`src/rtl/msk_inv_mc_seq.sv`:
```
// rtl/msk_inv_mc_seq.sv - masked inverse MixColumns sequencer, one column per cycle
module msk_inv_mc_seq #(
    parameter int d = 2
) (
    input  logic               clk,
    input  logic               nrst,
    input  logic               in_valid,
    output logic               in_ready,
    input  logic               in_bypass,
    input  logic [128*d-1:0]   in_state,
    output logic               out_valid,
    input  logic               out_ready,
    output logic [128*d-1:0]   out_state,
    output logic               busy
);

    localparam logic [1:0] IDLE = 2'd0;
    localparam logic [1:0] BUSY = 2'd1;
    localparam logic [1:0] DONE = 2'd2;

    logic [1:0]          st;
    logic [128*d-1:0]    s;
    logic [1:0]          col;
    logic                byp;
    logic                accept;
    logic [d-1:0][31:0]  sh_in;
    logic [d-1:0][31:0]  sh_out;
    logic [32*d-1:0]     col_nxt;

    function automatic logic [7:0] xt(input logic [7:0] x);
        return {x[6:0], 1'b0} ^ (x[7] ? 8'h1b : 8'h00);
    endfunction

    // Multiplications by 9/b/d/e built from xtime, linear over GF(2) so valid per share.
    function automatic logic [31:0] inv_mc(input logic [31:0] c);
        logic [7:0] a [4];
        logic [7:0] m9 [4];
        logic [7:0] mb [4];
        logic [7:0] md [4];
        logic [7:0] me [4];
        logic [7:0] x2, x4, x8;
        for (int r = 0; r < 4; r++) begin
            a[r]  = c[8*r +: 8];
            x2    = xt(a[r]);
            x4    = xt(x2);
            x8    = xt(x4);
            m9[r] = x8 ^ a[r];
            mb[r] = x8 ^ x2 ^ a[r];
            md[r] = x8 ^ x4 ^ a[r];
            me[r] = x8 ^ x4 ^ x2;
        end
        return {mb[0] ^ md[1] ^ m9[2] ^ me[3],
                md[0] ^ m9[1] ^ me[2] ^ mb[3],
                m9[0] ^ me[1] ^ mb[2] ^ md[3],
                me[0] ^ mb[1] ^ md[2] ^ m9[3]};
    endfunction

    // Column bit j of share i sits at d*j+i because bytes 0..3 are contiguous.
    for (genvar i = 0; i < d; i++) begin : g_share
        assign sh_out[i] = inv_mc(sh_in[i]);
        for (genvar j = 0; j < 32; j++) begin : g_bit
            assign sh_in[i][j]     = s[d*j + i];
            assign col_nxt[d*j + i] = byp ? s[d*j + i] : sh_out[i][j];
        end
    end

    assign in_ready  = (st == IDLE) || ((st == DONE) && out_ready);
    assign accept    = in_valid && in_ready;
    assign out_valid = (st == DONE);
    assign busy      = (st == BUSY);
    assign out_state = s;

    always_ff @(posedge clk or negedge nrst) begin
        if (!nrst) begin
            st  <= IDLE;
            s   <= '0;
            col <= 2'd0;
            byp <= 1'b0;
        end else begin
            case (st)
                BUSY: begin
                    s   <= {col_nxt, s[128*d-1:32*d]};
                    col <= col + 2'd1;
                    if (col == 2'd3) begin
                        st <= DONE;
                    end
                end
                default: begin
                    if (accept) begin
                        s   <= in_state;
                        byp <= in_bypass;
                        col <= 2'd0;
                        st  <= BUSY;
                    end else if ((st == DONE && out_ready) || st == 2'd3) begin
                        st <= IDLE;
                    end
                end
            endcase
        end
    end

endmodule

```
`config.mk`:
```
export PLATFORM = sky130hd
export DESIGN_NAME = msk_inv_mc_seq
export DESIGN_NICKNAME = d
export VERILOG_FILES = /design/src/rtl/msk_inv_mc_seq.sv
export SDC_FILE = /design/constraint.sdc
export NUM_CORES = 1
export LEC_CHECK = 0
export CAP_MARGIN = 20
export CORE_MARGIN = 5
export CORE_UTILIZATION = 25
export CTS_CLUSTER_SIZE = 12
export DETAILED_ROUTE_END_ITERATION = 10
export GPL_TIMING_DRIVEN = 0
export PLACE_DENSITY = 0.57
export REMOVE_ABC_BUFFERS = 1
export SKIP_LAST_GASP = 1
export SYNTH_ARGS = -nofsm -noshare
export SYNTH_HDL_FRONTEND = slang
export SYNTH_SLANG_ARGS = --single-unit
```
`constraint.sdc`:
```
create_clock -name clk -period 2.55 [get_ports clk]
set_input_delay 0.255 -clock clk [delete_from_list [all_inputs] [get_ports clk]]
set_output_delay 0.255 -clock clk [all_outputs]
set_load 0.02 [all_outputs]
```
; Word level (Yosys, flattened, before mapping)
; Index checks and enable logic that the tools add are counted.
[word_totals]
register_bits = 261
latch_bits = 0
ramBits = 0
rom_bits = 0
inputBits = 261
wordCells = 212
n_memories = 0
[classes]
addsub = 1
multipliers = 0
div_mod_pow = 0
magnitude_cmp = 0
n_eq_ne = 5
n_shift = 0
muxes = 96
bitwise = 97
reduce_logical = 9
[ops]
columns = cell, n
row1 = XOR 8 bit, 72
row2 = two-way mux 256 bit, 2
row3 = XOR 8 x 5 -> 8 bit, 24
row4 = two-way mux 5 bit, 24
row5 = two-way mux 1 bit, 64
row6 = two-way mux 2 bit, 6
row7 = == test 2 bit (second input constant), 3
row8 = AND reduction 2 bit, 2
row9 = nonzero test 3 bit, 1
row10 = adder 2 x 1 -> 2 bit (second input constant), 1
row11 = == test 2 x 1 -> 1 bit (second input constant), 1
row12 = logical AND 1 bit, 2
row13 = logical NOT 2 bit, 1
row14 = logical OR 1 bit, 2
row15 = != test 2 x 1 -> 1 bit (second input constant), 1
row16 = nonzero test 2 bit, 1
row17 = NOT 1 bit, 1

; Logic depth before layout (Yosys ltp)
[logic_depth]
ltp_word = 13
mapped_depth = 9

; Worst setup path before layout
; OpenSTA, ideal clock, no wires.
[synth_path]
path_type = flip-flop to flip-flop
startpoint = register s[61], in the netlist out_state[61]
endpoint = register s[219], in the netlist out_state[219]
setup_ns = 0.129
arrival_time_ns = 2.232
t_required_ns = 2.421
path_slack_ns = 0.190
stages_incl_launch_ff = 8
path_buffers = 1
period_less_slack_ns = 2.360
cell_sequence = dfrtp_1 -> clkbuf_1 -> xnor3_1 -> xnor3_1 -> xnor2_1 -> xnor2_1 -> a221oi_1 -> a21oi_1
[synth_between]
elab_chain_cells = 9
[synth_rtl]
columns = item, line_no
row1 = start: declaration, 22  ; logic [128*d-1:0] s;
row2 = start signal: assignment, 82  ; s <= {col_nxt, s[128*d-1:32*d]};
row3 = start signal: assignment, 90  ; s <= in_state;
row4 = XOR 8 x 5 -> 8 bit, 31  ; return {x[6:0], 1'b0} ^ (x[7] ? 8'h1b : 8'h00);
row5 = two-way mux 5 bit, 31
row6 = XOR 8 x 5 -> 8 bit (2 in a row), 31
row7 = XOR 8 bit (2 in a row), 49  ; md[r] = x8 ^ x4 ^ a[r];
row8 = XOR 8 bit, 54  ; m9[0] ^ me[1] ^ mb[2] ^ md[3],
row9 = two-way mux 1 bit, 63  ; assign col_nxt[d*j + i] = byp ? s[d*j + i] : sh_out[i][j];
row10 = two-way mux 256 bit, 80  ; case (st)
; Every way passes these cells.
; A chain may end at the register's enable or synchronous reset.

; Worst setup path in the final report
[layout_path]
startpoint = register s[4], in the netlist out_state[4]
endpoint = register s[200], in the netlist out_state[200]
[layout_between]
elab_chain_cells = 9
[layout_rtl]
columns = item, line_no
row1 = XOR 8 x 5 -> 8 bit (2 in a row), 31
row2 = XOR 8 bit (2 in a row), 50  ; me[r] = x8 ^ x4 ^ x2;
row3 = XOR 8 bit (3 in a row), 55  ; me[0] ^ mb[1] ^ md[2] ^ m9[3]};
row4 = two-way mux 1 bit, 63
row5 = two-way mux 256 bit, 80
; Every way passes these cells.

==> flow_summary.ini <==
[worst_setup_path]
worst_ep_arrival_time_ns = 2.95
crit_path_end_kind = register
cp_cell_sequence = xor2_2 > xnor2_2 > xor2_1 > xnor3_1 > o21a_1 > a31oi_1
slowest_delay_ns = 0.68
worstPathRequired_ns = 2.99
crit_fanout = 6
cp_slowest_cell = dfrtp_1
startpoint_type = register
crit_type = register to register
timing.rr.start = out_state[4]
cp-startpoint = out_state[4]

[floorplan]
die_w_um = 264
rows = 93
die_area_mm2 = 0.0695
die_h_um = 264
core_area_mm2 = 0.0641
initial_core_util = 0.251
io_pins = 520

[clocking]
clkSinkCount = 261
cts_root_buf = clkbuf_16
cts.reportedPaths.clkPinSlew_ns = 0.06
tritoncts = yes
numCtsBuffers = 35
clock_latency_ns = 0.55
cts.path.max_buffers = 3
h-tree-depth = 2

[route]
drt_first_pass_iters = 5
route.final.wire_length_mm = 69.6
drc = 0
drt_iter0_markers = 1227
viasPerCell = 4.79
ant_nets = 0
wl_per_cell_um = 23.0
vias = 14500

[sta]
slew_headroom = 0.383
timing.fmax_mhz = 400
setup_viol = 0
finalCritPeriodShare = 0.981
period_needed_ns = 2.50
rsz0062_at_grt = true
fin_worst_skew_ns = 0.0298
worst_pin_slew_ns = 0.922
finalHoldViolations = 0
holdWs_ns = 0.272
report.final.slew_viol_count = 0

[logic_synthesis]
syn-cell-area_mm2 = 0.0161
synth_edf_count = 0
synth.most_common_cell = nand2_1
ys_seq_area_frac = 0.406
async_flop_share = 1.00
yosysWarnings = 0
ys_top_cells_by_count = nand2_1, xnor2_1, dfrtp_1, a22oi_1, clkbuf_1
syn_avg_cell_area_um2 = 9.37
netlist_instances = 1717
synth_area_leader_cell = dfrtp_1
synth.area.top_cells = dfrtp_1, xnor2_1, nand2_1
synth-main-ff-cell = dfrtp_1
synth_seq_cells = 261
synth.top_cell.area_share = 0.406
yosysUniqueCellTypes = 46

[cells_and_area]
n_fill_cell = 6379
final_layout_size_suffix_gt1_frac = 0.0711
area_growth_pct = 47.6
seq_area_mm2 = 0.00657
multi_input_area_mm2 = 0.00914
fin_nets = 2406

[outcome]
run_status = completed

[placement]
numPortBuffers = 519
dp_hpwl_mm = 47.4
gp_congestion = 0.853

[global_route]
grt_util_all_layers = 0.188
grt_remaining_overflow = 0
antenna_found_initial = 4
grt_pass1_wl_mm = 101
grt_max_degree = 92
grt_pass1_vias = 14800

[worst_hold_path]
hold_start = in_state[213]
hold_class = input pin to register

[job]
max-cap-violations = 0
layer usage:
metal | up-vias | GRT usage | share of wire
met1 | 7297 | 0.261 | 0.45
li1 | 6651 | - | -
met4 | 2 | 0.0492 | 0.022
met5 | - | 0 | 0.00019
met3 | 85 | 0.0336 | 0.054
met2 | 458 | 0.307 | 0.48
layout by cell type, fill, tap and decap left out, types with 11 or more instances in the layout:
master / instances
xnor3_1: 35
a31oi_1: 33
dfrtp_2: 22
dfrtp_1: 236
mux2i_1: 14
xnor2_1: 257
clkdlybuf4s50_1: 517
clkbuf_16: 39
xor2_1: 58
a22oi_1: 192
xnor2_2: 22
a21oi_1: 39
nand2b_1: 11
nand2_1: 482
o21ai_0: 31
o21a_1: 24
flip-flops by register name (all words and copies together) (netlist names):
signal     count
out_state    256
col            2
st             2
byp            1
repair_timing:
action                                  4_1_cts  5_1_grt
hold buffers                                  1        0
pin swaps                                     2        1
buffers inserted                              6        4
endpoints found under the setup margin      242      102
hold endpoints to repair                     85        0
gates resized for setup                      34       25
cloned                                        9        2
cell type report:
type                       instances  area share
clock buffer                      50      0.0436
inverter                           3     0.00158
timing repair buffer             548       0.242
multi-input combinational       1294       0.385
sequential                       261       0.277
antenna                            3    0.000316
timing repair inverter             1    0.000369
tap                              855      0.0451
clock inverter                    10     0.00537
cell families after synthesis:
family,count (synthesis),synth area share
flip-flops,261,0.406
multiplexers,14,0.00871
AND/OR/NAND/NOR,529,0.130
adder cells (fa/ha/maj),1,0.000777
AO/OA/AOI/OAI,355,0.156
buffers and inverters,167,0.0437
XOR/XNOR,390,0.255
through the flow:
stage | instance area, um2 | instances | worst slack (ns) | utilization | setup TNS (ns)
2_1_floorplan | 15400 | 1553 | -12.57 | - | -2520.75
3_3_place_gp | 21700 | 2927 | -34.30 | 0.338 | -9799.21
3_5_place_dp | 22000 | 2940 | -0.884 | 0.344 | -146.39
4_1_cts | 23500 | 3016 | -0.114 | 0.367 | -0.221
5_1_grt | 23700 | 3025 | 0.000542 | 0.370 | 0
6_report | 23700 | 3025 | 0.0472 | 0.370 | 0
path summary, 6_finish.rpt:
kind / end / slack (ns) / cells after the start
max in group asynchronous: out_state[26] / 1.14 / 3
setup reg to reg: out_state[200] / 0.05 / 6
setup / recovery: out_state[200] / 0.05 / 6
min in group asynchronous: out_state[65] / 0.37 / 2
hold / removal: out_state[213] / 0.27 / 3
hold reg to reg: col[0] / 0.48 / 1
worst max-delay path: cells and delay by family, from the launching register on:
family / cells / cell delay [ns]
flip-flops: 1 / 0.68
AO/OA/AOI/OAI: 2 / 0.39
XOR/XNOR: 4 / 1.34
Power is left out: the tool's default activity adds up to more than one toggle a clock period on the data nets, which glitch-free logic cannot reach.
